$ cat src/rtl/ste_lmc1992_if.sv
// Sound-stream interface from the STE DMA sound block into the LMC1992 model.
// Carries the microwire serial control lines and the stereo sample bytes.
// Optional feature macro: LMC_MIXER_EN adds the YM2149 mix input ym_audio.
interface ste_lmc1992_if;
  logic       mw_clk;
  logic       mw_data;
  logic       mw_done;
  logic [7:0] audio_l;
  logic [7:0] audio_r;
`ifdef LMC_MIXER_EN
  logic [7:0] ym_audio;

  modport master (output mw_clk, mw_data, mw_done, audio_l, audio_r, ym_audio);
  modport slave  (input  mw_clk, mw_data, mw_done, audio_l, audio_r, ym_audio);
`else
  modport master (output mw_clk, mw_data, mw_done, audio_l, audio_r);
  modport slave  (input  mw_clk, mw_data, mw_done, audio_l, audio_r);
`endif
endinterface

$ cat src/rtl/ste_lmc1992.sv
// LMC1992 volume/tone controller model for the STE sound path.
// Decodes 11-bit microwire frames (address 10) into master/left/right volume in 2 dB
// steps and attenuates the offset-binary DMA samples into signed 16-bit PCM through a
// 3-stage pipeline (S1 sign/gain latch, S2 multiply, S3 shift).
// Optional feature macro: LMC_MIXER_EN enables the YM2149 mix input and mixer command.
module ste_lmc1992 #(
  parameter int SYNC_STAGES = 2,
  parameter int MAX_BITS    = 16
) (
  input  logic               clk32,
  input  logic               reset,
  ste_lmc1992_if.slave       snd,
  output logic signed [15:0] pcm_l,
  output logic signed [15:0] pcm_r,
  output logic [5:0]         master_vol,
  output logic [4:0]         left_vol,
  output logic [4:0]         right_vol
);

  localparam int CNT_W = $clog2(MAX_BITS + 1);

  logic [SYNC_STAGES-1:0] clk_sync, data_sync, done_sync;
  logic                   mw_clk_d, mw_done_d;
  logic [10:0]            shreg, shreg_nx;
  logic [CNT_W-1:0]       bit_cnt, cnt_nx;
  logic                   clk_rise, done_rise, frame_ok;
  logic [2:0]             cmd;
  logic [5:0]             d;

  logic [5:0]             steps_l, steps_r;
  logic [4:0]             sh_l, sh_r;
  logic [8:0]             frac_l, frac_r;

  // Pipeline registers
  logic signed [7:0]      s1_l, s1_r;
  logic [8:0]             frac1_l, frac1_r;
  logic [4:0]             sh1_l, sh1_r, sh2_l, sh2_r;
  logic signed [16:0]     p2_l, p2_r;

  assign clk_rise  = clk_sync[SYNC_STAGES-1] & ~mw_clk_d;
  assign done_rise = done_sync[SYNC_STAGES-1] & ~mw_done_d;
  assign cmd       = shreg_nx[8:6];
  assign d         = shreg_nx[5:0];

  // Next shift-register state; a coincident clock rise shifts before the frame check.
  always_comb begin
    // NOTE: defaults first so every path assigns and no latch is inferred.
    shreg_nx = shreg;
    cnt_nx   = bit_cnt;
    if (clk_rise) begin
      shreg_nx = {shreg[9:0], data_sync[SYNC_STAGES-1]};
      if (bit_cnt != CNT_W'(MAX_BITS))
        cnt_nx = bit_cnt + 1'b1;
    end
    frame_ok = done_rise && (cnt_nx == CNT_W'(11)) && (shreg_nx[10:9] == 2'b10);
  end

  // Attenuation split into whole 6 dB shifts and a residual 0/-2/-4 dB fraction.
  always_comb begin
    steps_l = (6'd40 - master_vol) + (6'd20 - {1'b0, left_vol});
    steps_r = (6'd40 - master_vol) + (6'd20 - {1'b0, right_vol});
    sh_l    = 5'(steps_l / 6'd3);
    sh_r    = 5'(steps_r / 6'd3);
    unique case (steps_l % 6'd3)
      6'd0:    frac_l = 9'd256;
      6'd1:    frac_l = 9'd203;
      default: frac_l = 9'd161;
    endcase
    unique case (steps_r % 6'd3)
      6'd0:    frac_r = 9'd256;
      6'd1:    frac_r = 9'd203;
      default: frac_r = 9'd161;
    endcase
  end

`ifdef LMC_MIXER_EN
  logic [1:0]         mix_sel;
  logic [7:0]         ym1;
  logic signed [17:0] ym2;

  function automatic logic signed [15:0] sat16(input logic signed [17:0] v);
    if (v > 18'sd32767)       return 16'sh7FFF;
    else if (v < -18'sd32768) return 16'sh8000;
    else                      return v[15:0];
  endfunction
`endif

  // Synchroniser, microwire receiver, volume registers and sample pipeline.
  always_ff @(posedge clk32) begin
    // NOTE: all state uses non-blocking assignments so the pipeline stages read pre-edge values.
    if (reset) begin
      clk_sync   <= '0;
      data_sync  <= '0;
      done_sync  <= '0;
      mw_clk_d   <= 1'b0;
      mw_done_d  <= 1'b0;
      shreg      <= '0;
      bit_cnt    <= '0;
      master_vol <= 6'd40;
      left_vol   <= 5'd20;
      right_vol  <= 5'd20;
      s1_l       <= '0;
      s1_r       <= '0;
      frac1_l    <= '0;
      frac1_r    <= '0;
      sh1_l      <= '0;
      sh1_r      <= '0;
      sh2_l      <= '0;
      sh2_r      <= '0;
      p2_l       <= '0;
      p2_r       <= '0;
      pcm_l      <= '0;
      pcm_r      <= '0;
`ifdef LMC_MIXER_EN
      mix_sel    <= 2'b01;
      ym1        <= '0;
      ym2        <= '0;
`endif
    end else begin
      clk_sync  <= {clk_sync[SYNC_STAGES-2:0],  snd.mw_clk};
      data_sync <= {data_sync[SYNC_STAGES-2:0], snd.mw_data};
      done_sync <= {done_sync[SYNC_STAGES-2:0], snd.mw_done};
      mw_clk_d  <= clk_sync[SYNC_STAGES-1];
      mw_done_d <= done_sync[SYNC_STAGES-1];

      shreg   <= shreg_nx;
      bit_cnt <= done_rise ? '0 : cnt_nx;

      if (frame_ok) begin
        unique case (cmd)
          3'b011:  master_vol <= (d > 6'd40) ? 6'd40 : d;
          3'b100:  right_vol  <= (d[4:0] > 5'd20) ? 5'd20 : d[4:0];
          3'b101:  left_vol   <= (d[4:0] > 5'd20) ? 5'd20 : d[4:0];
`ifdef LMC_MIXER_EN
          3'b000:  mix_sel    <= d[1:0];
`endif
          default: ;
        endcase
      end

      // S1: offset binary to signed, latch gain for this sample
      s1_l    <= $signed(snd.audio_l ^ 8'h80);
      s1_r    <= $signed(snd.audio_r ^ 8'h80);
      frac1_l <= frac_l;
      frac1_r <= frac_r;
      sh1_l   <= sh_l;
      sh1_r   <= sh_r;

      // S2: fractional gain
      p2_l  <= $signed({{9{s1_l[7]}}, s1_l}) * $signed({8'd0, frac1_l});
      p2_r  <= $signed({{9{s1_r[7]}}, s1_r}) * $signed({8'd0, frac1_r});
      sh2_l <= sh1_l;
      sh2_r <= sh1_r;

      // S3: whole-step shift (plus optional YM mix)
`ifdef LMC_MIXER_EN
      ym1 <= snd.ym_audio;
      unique case (mix_sel)
        2'b00:   ym2 <= $signed({10'd0, ym1} << 5);
        2'b01:   ym2 <= $signed({10'd0, ym1} << 7);
        default: ym2 <= '0;
      endcase
      pcm_l <= sat16(18'(p2_l >>> sh2_l) + ym2);
      pcm_r <= sat16(18'(p2_r >>> sh2_r) + ym2);
`else
      pcm_l <= 16'(p2_l >>> sh2_l);
      pcm_r <= 16'(p2_r >>> sh2_r);
`endif
    end
  end

endmodule
$ cat src/flat_wrapper.sv
// flat-port wrapper written by rule: the top's interface ports become plain ports
module ste_lmc1992_flat 
#(
  parameter int SYNC_STAGES = 2,
  parameter int MAX_BITS    = 16
)
  (clk32, reset, pcm_l, pcm_r, master_vol, left_vol, right_vol, snd_mw_clk, snd_mw_data, snd_mw_done, snd_audio_l, snd_audio_r);
  ste_lmc1992_if snd_i ();
  input  logic clk32;
  input  logic reset;
  output logic signed [15:0] pcm_l;
  output logic signed [15:0] pcm_r;
  output logic [5:0] master_vol;
  output logic [4:0] left_vol;
  output logic [4:0] right_vol;
  input wire logic [$bits(snd_i.mw_clk)-1:0] snd_mw_clk;
  input wire logic [$bits(snd_i.mw_data)-1:0] snd_mw_data;
  input wire logic [$bits(snd_i.mw_done)-1:0] snd_mw_done;
  input wire logic [$bits(snd_i.audio_l)-1:0] snd_audio_l;
  input wire logic [$bits(snd_i.audio_r)-1:0] snd_audio_r;
  assign snd_i.mw_clk = snd_mw_clk;
  assign snd_i.mw_data = snd_mw_data;
  assign snd_i.mw_done = snd_mw_done;
  assign snd_i.audio_l = snd_audio_l;
  assign snd_i.audio_r = snd_audio_r;
  ste_lmc1992 #(.SYNC_STAGES(SYNC_STAGES), .MAX_BITS(MAX_BITS)) u_core (.clk32(clk32), .reset(reset), .snd(snd_i), .pcm_l(pcm_l), .pcm_r(pcm_r), .master_vol(master_vol), .left_vol(left_vol), .right_vol(right_vol));
endmodule
$ cat config.mk
export PLATFORM = sky130hd
export DESIGN_NAME = ste_lmc1992_flat
export DESIGN_NICKNAME = d
export VERILOG_FILES = /design/src/rtl/ste_lmc1992_if.sv /design/src/rtl/ste_lmc1992.sv /design/src/flat_wrapper.sv
export SDC_FILE = /design/constraint.sdc
export NUM_CORES = 1
export LEC_CHECK = 0
export BUFFER_PORTS_ARGS = -buffer_cell sky130_fd_sc_hd__buf_2
export CAP_MARGIN = 20
export CORE_ASPECT_RATIO = 2
export CORE_MARGIN = 4
export CORE_UTILIZATION = 55
export DETAILED_ROUTE_END_ITERATION = 6
export PLACE_DENSITY = 0.73
export SLEW_MARGIN = 5
export SYNTH_ARGS = -nofsm -noshare
export SYNTH_HDL_FRONTEND = slang
export SYNTH_SLANG_ARGS = --single-unit
$ cat constraint.sdc
create_clock -name clk32 -period 17.8 [get_ports clk32]
set_clock_uncertainty 0.15 [all_clocks]
set_input_delay 0.89 -clock clk32 [delete_from_list [all_inputs] [get_ports clk32]]
set_output_delay 0.89 -clock clk32 [all_outputs]
set_load 0.05 [all_outputs]
Word-level counts from Yosys, hierarchy flattened --
Cells that the tools add are included.
Word-level totals: word-level logic and storage cells 67, flip-flop bits (word level) 160
Cells by class: reductions and logical operators 8, multipliers 2, eq/ne operators 8, $add $sub $neg 6, bitwise logic cells 6, order comparisons 2, mux-type cells 7, shift-type cells 2, divide/modulo/power cells 4
Operators by type and width (number):
- 9-bit one-hot mux with 2 select lines | 2
- 8-bit by 10-bit multiplier with 17-bit output | 2
- 17-bit by 5-bit >>> shifter with 16-bit output | 2
- 5-bit two-way mux | 3
- 6-bit adder | 2
- 6-bit by 2-bit divider with 6-bit output (second input constant) | 2
- 6-bit by 1-bit equality test with 1-bit output (second input constant) | 2
- 6-bit zero test | 2
- 6-bit by 2-bit remainder unit with 6-bit output (second input constant) | 2
- 5-bit by 5-bit subtractor with 6-bit output (first input constant) | 2
- 11-bit two-way mux | 1
- 3-bit equality test (second input constant) | 2
- 6-bit > comparator (second input constant) | 1
- 6-bit two-way mux | 1
- 2-bit AND reduction | 3
- 6-bit subtractor (first input constant) | 1
- 5-bit by 1-bit adder with 5-bit output (second input constant) | 1
- 5-bit by 4-bit equality test with 1-bit output (second input constant) | 1
- 5-bit > comparator (second input constant) | 1
- 5-bit inequality test (second input constant) | 1
- 1-bit NOT | 4
- 3-bit by 2-bit equality test with 1-bit output (second input constant) | 1
- 1-bit AND | 2
- 2-bit equality test (second input constant) | 1
- other kinds (2) | 3

Logic depth before layout (Yosys ltp) --
depth after elaboration 7, gate-level depth with buffers 35

Worst setup path after synthesis --
OpenSTA, ideal clock, no wires.
path type flip-flop to flip-flop, start point register u_core.master_vol[0], end point register u_core.frac1_r[8], required time 17534 ps, path slack 10896 ps, data arrival time 6638 ps, cell stages (with the launch flop) 31, setup time 116 ps, period minus slack after synthesis 6904 ps, buffers on the path 1, path through dfxtp_1 > inv_1 > ha_1 > ha_1 > ha_1 > fa_1 > a211o_2 > a21o_2 > a211o_2 > nand2_1 > ha_1 > ha_1 > a41o_1 > a21oi_4 > o31ai_2 > mux2_2 > nor2_1 > mux2i_1 > ha_1 > clkbuf_8 > inv_1 > o21a_1 > o2111ai_1 > a21oi_1 > xnor2_1 > ha_1 > a21o_2 > nor3b_4 > nor2_2 > mux2_2 > and3b_1
Between the ends: word-level cells in the longest chain between the ends 5, elaborated cells on any way between the ends 6, those cells by class add/sub (2); div (1); eq/ne (1); mux (1); reduce/logical (1)
RTL lines:
- from (decl) | RTL line ste_lmc1992.sv:15 | output logic [5:0] master_vol,
- from (signal assigned) | RTL line ste_lmc1992.sv:131 | 3'b011: master_vol <= (d > 6'd40) ? 6'd40 : d;
- 6-bit subtractor (*) | RTL line ste_lmc1992.sv:61 | steps_r = (6'd40 - master_vol) + (6'd20 - {1'b0, right_vol});
- 6-bit adder (*) | RTL line ste_lmc1992.sv:61
- 6-bit by 2-bit remainder unit with 6-bit output (*) | RTL line ste_lmc1992.sv:69 | unique case (steps_r % 6'd3)
- 6-bit by 1-bit equality test with 1-bit output or 6-bit zero test (tied branches) | RTL line ste_lmc1992.sv:69
- 9-bit one-hot mux with 2 select lines (*) | RTL line ste_lmc1992.sv:69
- to (signal assigned) | RTL line ste_lmc1992.sv:145 | frac1_r <= frac_r;
- to (decl) | RTL line ste_lmc1992.sv:36 | logic [8:0] frac1_l, frac1_r;
Mark *: on every way between the ends. The rest lies on a longest branch, timed or not. A chain may end at the register's enable or synchronous reset.

Final worst setup path --
Ends and elaborated chain as after synthesis.

==> impl_metrics.py <==
metrics = {
    "timing": {
        "max-slew-margin-rel_pct": 44.5,
        "rsz0062_at_grt": "false",
        "fin_ws_ns": 10.67,
        "setup_tns_ns": 0,
        "clock.fmax_mhz": 140,
        "slew_viol_final": 0,
        "fin_crit_ns": 7.13,
        "worst_slew_pin_slew_ns": 0.832,
        "min_period_over_period_pct": 40.1,
        "finalSetupViolations": 0,
        "hold_violations": 0,
    },
    "global_routing": {
        "grt_pass1_wl_um": 44700,
        "grt_usage_pct": 23.2,
        "grt_antenna_before_repair": 0,
        "grt_max_degree": 76,
        "grt_pass1_vias": 9625,
        "grt-ovfl-total": 0,
    },
    "final_layout": {
        "synthToLayoutAreaGrowth_pct": 9.62,
        "drive_above_1_share_pct": 13.0,
        "fin_util_pct": 61.1,
        "fin_nets": 1536,
        "n_antenna_cell": 0,
        "nFillCells": 1886,
    },
    "routing": {
        "vias": 9114,
        "firstDrtPassIters": 7,
        "viasPerCell": 5.67,
        "routed_wl_um": 26400,
        "drt_iter0_markers": 360,
        "drc": 0,
        "ant_nets": 0,
        "wire_per_inst_um": 16.5,
    },
    "synthesis": {
        "synth-xor-area-share_pct": 3.88,
        "ys_warn_count": 0,
        "seq_area_frac_synth_pct": 25.7,
        "syn-cell-area_um2": 11700,
        "synth_mux_area_share_pct": 7.92,
        "postSynthAreaPerCell_um2": 9.10,
        "synth_compound_area_share_pct": 14.8,
        "ys_types": 92,
        "synth_top_family_by_area": "adder cells",
        "synth_adder_area_share_pct": 24.3,
        "syn_nets": 1495,
        "synth-main-ff-cell": "dfxtp_1",
        "synth-edff-count": 0,
        "synth-simple-area-share_pct": 16.7,
        "async_reset_ff_share_pct": 0,
        "synthCells": 1283,
        "ys_ff_latch": 150,
    },
    "place": {
        "gp_congestion": 0.919,
        "dp_slack_ns": 10.73,
        "hpwl_um": 21400,
        "port_buffers": 68,
    },
    "floorplan": {
        "die_h_um": 214,
        "core-area_um2": 20900,
        "dieArea_um2": 23800,
        "dieWidth_um": 111,
        "rows": 75,
        "start_util_pct": 55.8,
        "io_pins": 69,
    },
    "hold_path": {
        "hold_path_class": "flop to flop",
        "hold_depth": 1,
        "hp-start": "u_core.clk_sync[0]",
    },
    "setup_path": {
        "crit_slowest_cell": "fa_1",
        "cp_max_fo": 8,
        "cpPeakStageDelay_ns": 0.43,
        "crit_path_start": "u_core.master_vol[0]",
        "cp-start-kind": "flop",
        "rr_worst_depth": 29,
        "crit_type": "flop to flop",
        "required_ns": 17.99,
        "critPathCaptureType": "flop",
        "reg2reg_from": "u_core.master_vol[0]",
        "crit_arrival_ns": 7.32,
        "crit_top_cell": "ha_1",
    },
    "job": {
        "cap_violations": 0,
    },
    "power_and_ir_drop": {
        "peakVddDrop_mv": 0.0759,
        "power.density_nw_per_um2": 62.5,
        "p_leak_nw": 6.22,
    },
    "cts": {
        "cts_tree": "yes",
        "htreeDepth": 4,
        "root_buffer": "clkbuf_16",
        "cts.path.max_buffers": 2,
        "postCtsResizedCells": 0,
        "cts_buffers": 17,
        "clock_sinks": 150,
        "path_clk_slew_ns": 0.07,
        "clk_latency_ns": 0.45,
        "post_cts_buffers": 0,
        "hold_buffers": 0,
    },
    "outcome": {
        "status": "complete, no violations",
    },
}
[layout by cell type, fill, tap and decap left out, types with 13 or more instances in the layout]
cell type,instances
a211o_1,17
a21oi_1,79
and2_1,46
buf_2,68
clkbuf_16,17
dfxtp_1,150
fa_1,60
ha_1,131
inv_1,151
mux2_2,13
mux2i_1,42
mux4_2,14
nand2_1,68
nand3_1,18
nor2_1,104
nor2b_1,65
nor3_1,13
o21ai_0,33
o21bai_1,20
xnor2_1,32
[stage by stage]
stage,power [W],instances,hold WS (ns),area (um2)
CTS,0.000809,1605,0.287,12800
global route,0.000835,1606,0.304,12800
detailed placement,0.000423,1573,0.273,12200
floorplan,0.000406,1283,0.264,11700
global placement,0.000422,1573,0.267,12200
finish,0.000800,1606,0.287,12800
[cells in the mapped netlist (all sizes together), types with 4 or more instances]
library cell	count	share of area, %
inv	151	4.9
dfxtp	150	26
ha	131	14
nor2	107	3.5
a21oi	80	3.5
nand2	68	2.2
nor2b	65	3.5
fa	60	10
clkbuf	47	1.7
and2	46	2.5
mux2i	44	3.8
o21ai	39	1.8
xnor2	35	2.9
a211o	20	1.5
nand3	20	0.94
o21bai	20	1.3
mux2	14	1.4
mux4	14	2.7
nor3	14	0.70
a21o	13	0.86
a211oi	12	0.81
xor2	12	0.96
nand4	9	0.48
a31oi	8	0.48
nand2b	8	0.43
and3	7	0.40
o21a	7	0.51
and4	5	0.41
o211a	5	0.43
a222oi	4	0.34
a311oi	4	0.30
nor3b	4	0.35
o211ai	4	0.26
o22ai	4	0.21
or2	4	0.21
[registers in the layout, indices dropped and copies added, names as in the netlist, 6 cells and up]
signal / count
u_core.master_vol: 6
u_core.p2_l: 17
u_core.p2_r: 17
u_core.pcm_l: 16
u_core.pcm_r: 16
u_core.s1_l: 8
u_core.s1_r: 8
u_core.shreg: 11
[final timing paths]
| check | endpoint | slack, ns |
|---|---|---|
| worst min register to register | u_core.clk_sync[1] | 0.29 |
| worst max register to register | u_core.frac1_r[8] | 10.67 |
| worst min-delay path | u_core.clk_sync[1] | 0.29 |
| worst max-delay path | u_core.frac1_r[8] | 10.67 |
[critical path: cells and delay by family, from the launching register on]
kind	cells	cell delay [ns]
xor+xnor	1	0.14
simple gates	5	0.79
compound gates	10	2.12
buf+inv	2	0.26
mux	3	0.81
fa+ha+maj	8	2.36
flops	1	0.39
[cell families (layout without fill, tap and decap cells)]
| kind of cell | Yosys count | in the layout |
|---|---|---|
| simple gates | 372 | 372 |
| compound gates | 249 | 249 |
| buf+inv | 202 | 256 |
| fa+ha+maj | 191 | 191 |
| flops | 150 | 150 |
| mux | 72 | 72 |
| xor+xnor | 47 | 47 |
[layout make-up]
class,instances,area [um2],area share (%)
inverters,153,574,4.49
clock inverters,14,191,1.50
repair buffers,71,363,2.84
multi-input cells,931,7890,61.6
clock buffers,18,439,3.43
well taps,269,337,2.63
flip-flops and latches,150,3000,23.5
[metal layers]
metal / track usage, % / wire [um]
met3: 4.09 / 759
met4: 13.7 / 1450
met5: 0 / 0
met1: 21.2 / 9060
met2: 46.0 / 15200
[power by group]
part / switching, W / total, W / internal, W / leakage (nW)
registers: 0.00000706 / 0.000351 / 0.000344 / 1.22
logic: 0.0000386 / 0.0000645 / 0.0000259 / 4.69
clock network: 0.000156 / 0.000384 / 0.000228 / 0.303
total: 0.000202 / 0.000800 / 0.000598 / 6.22
Power figures use the tool's default switching activity.
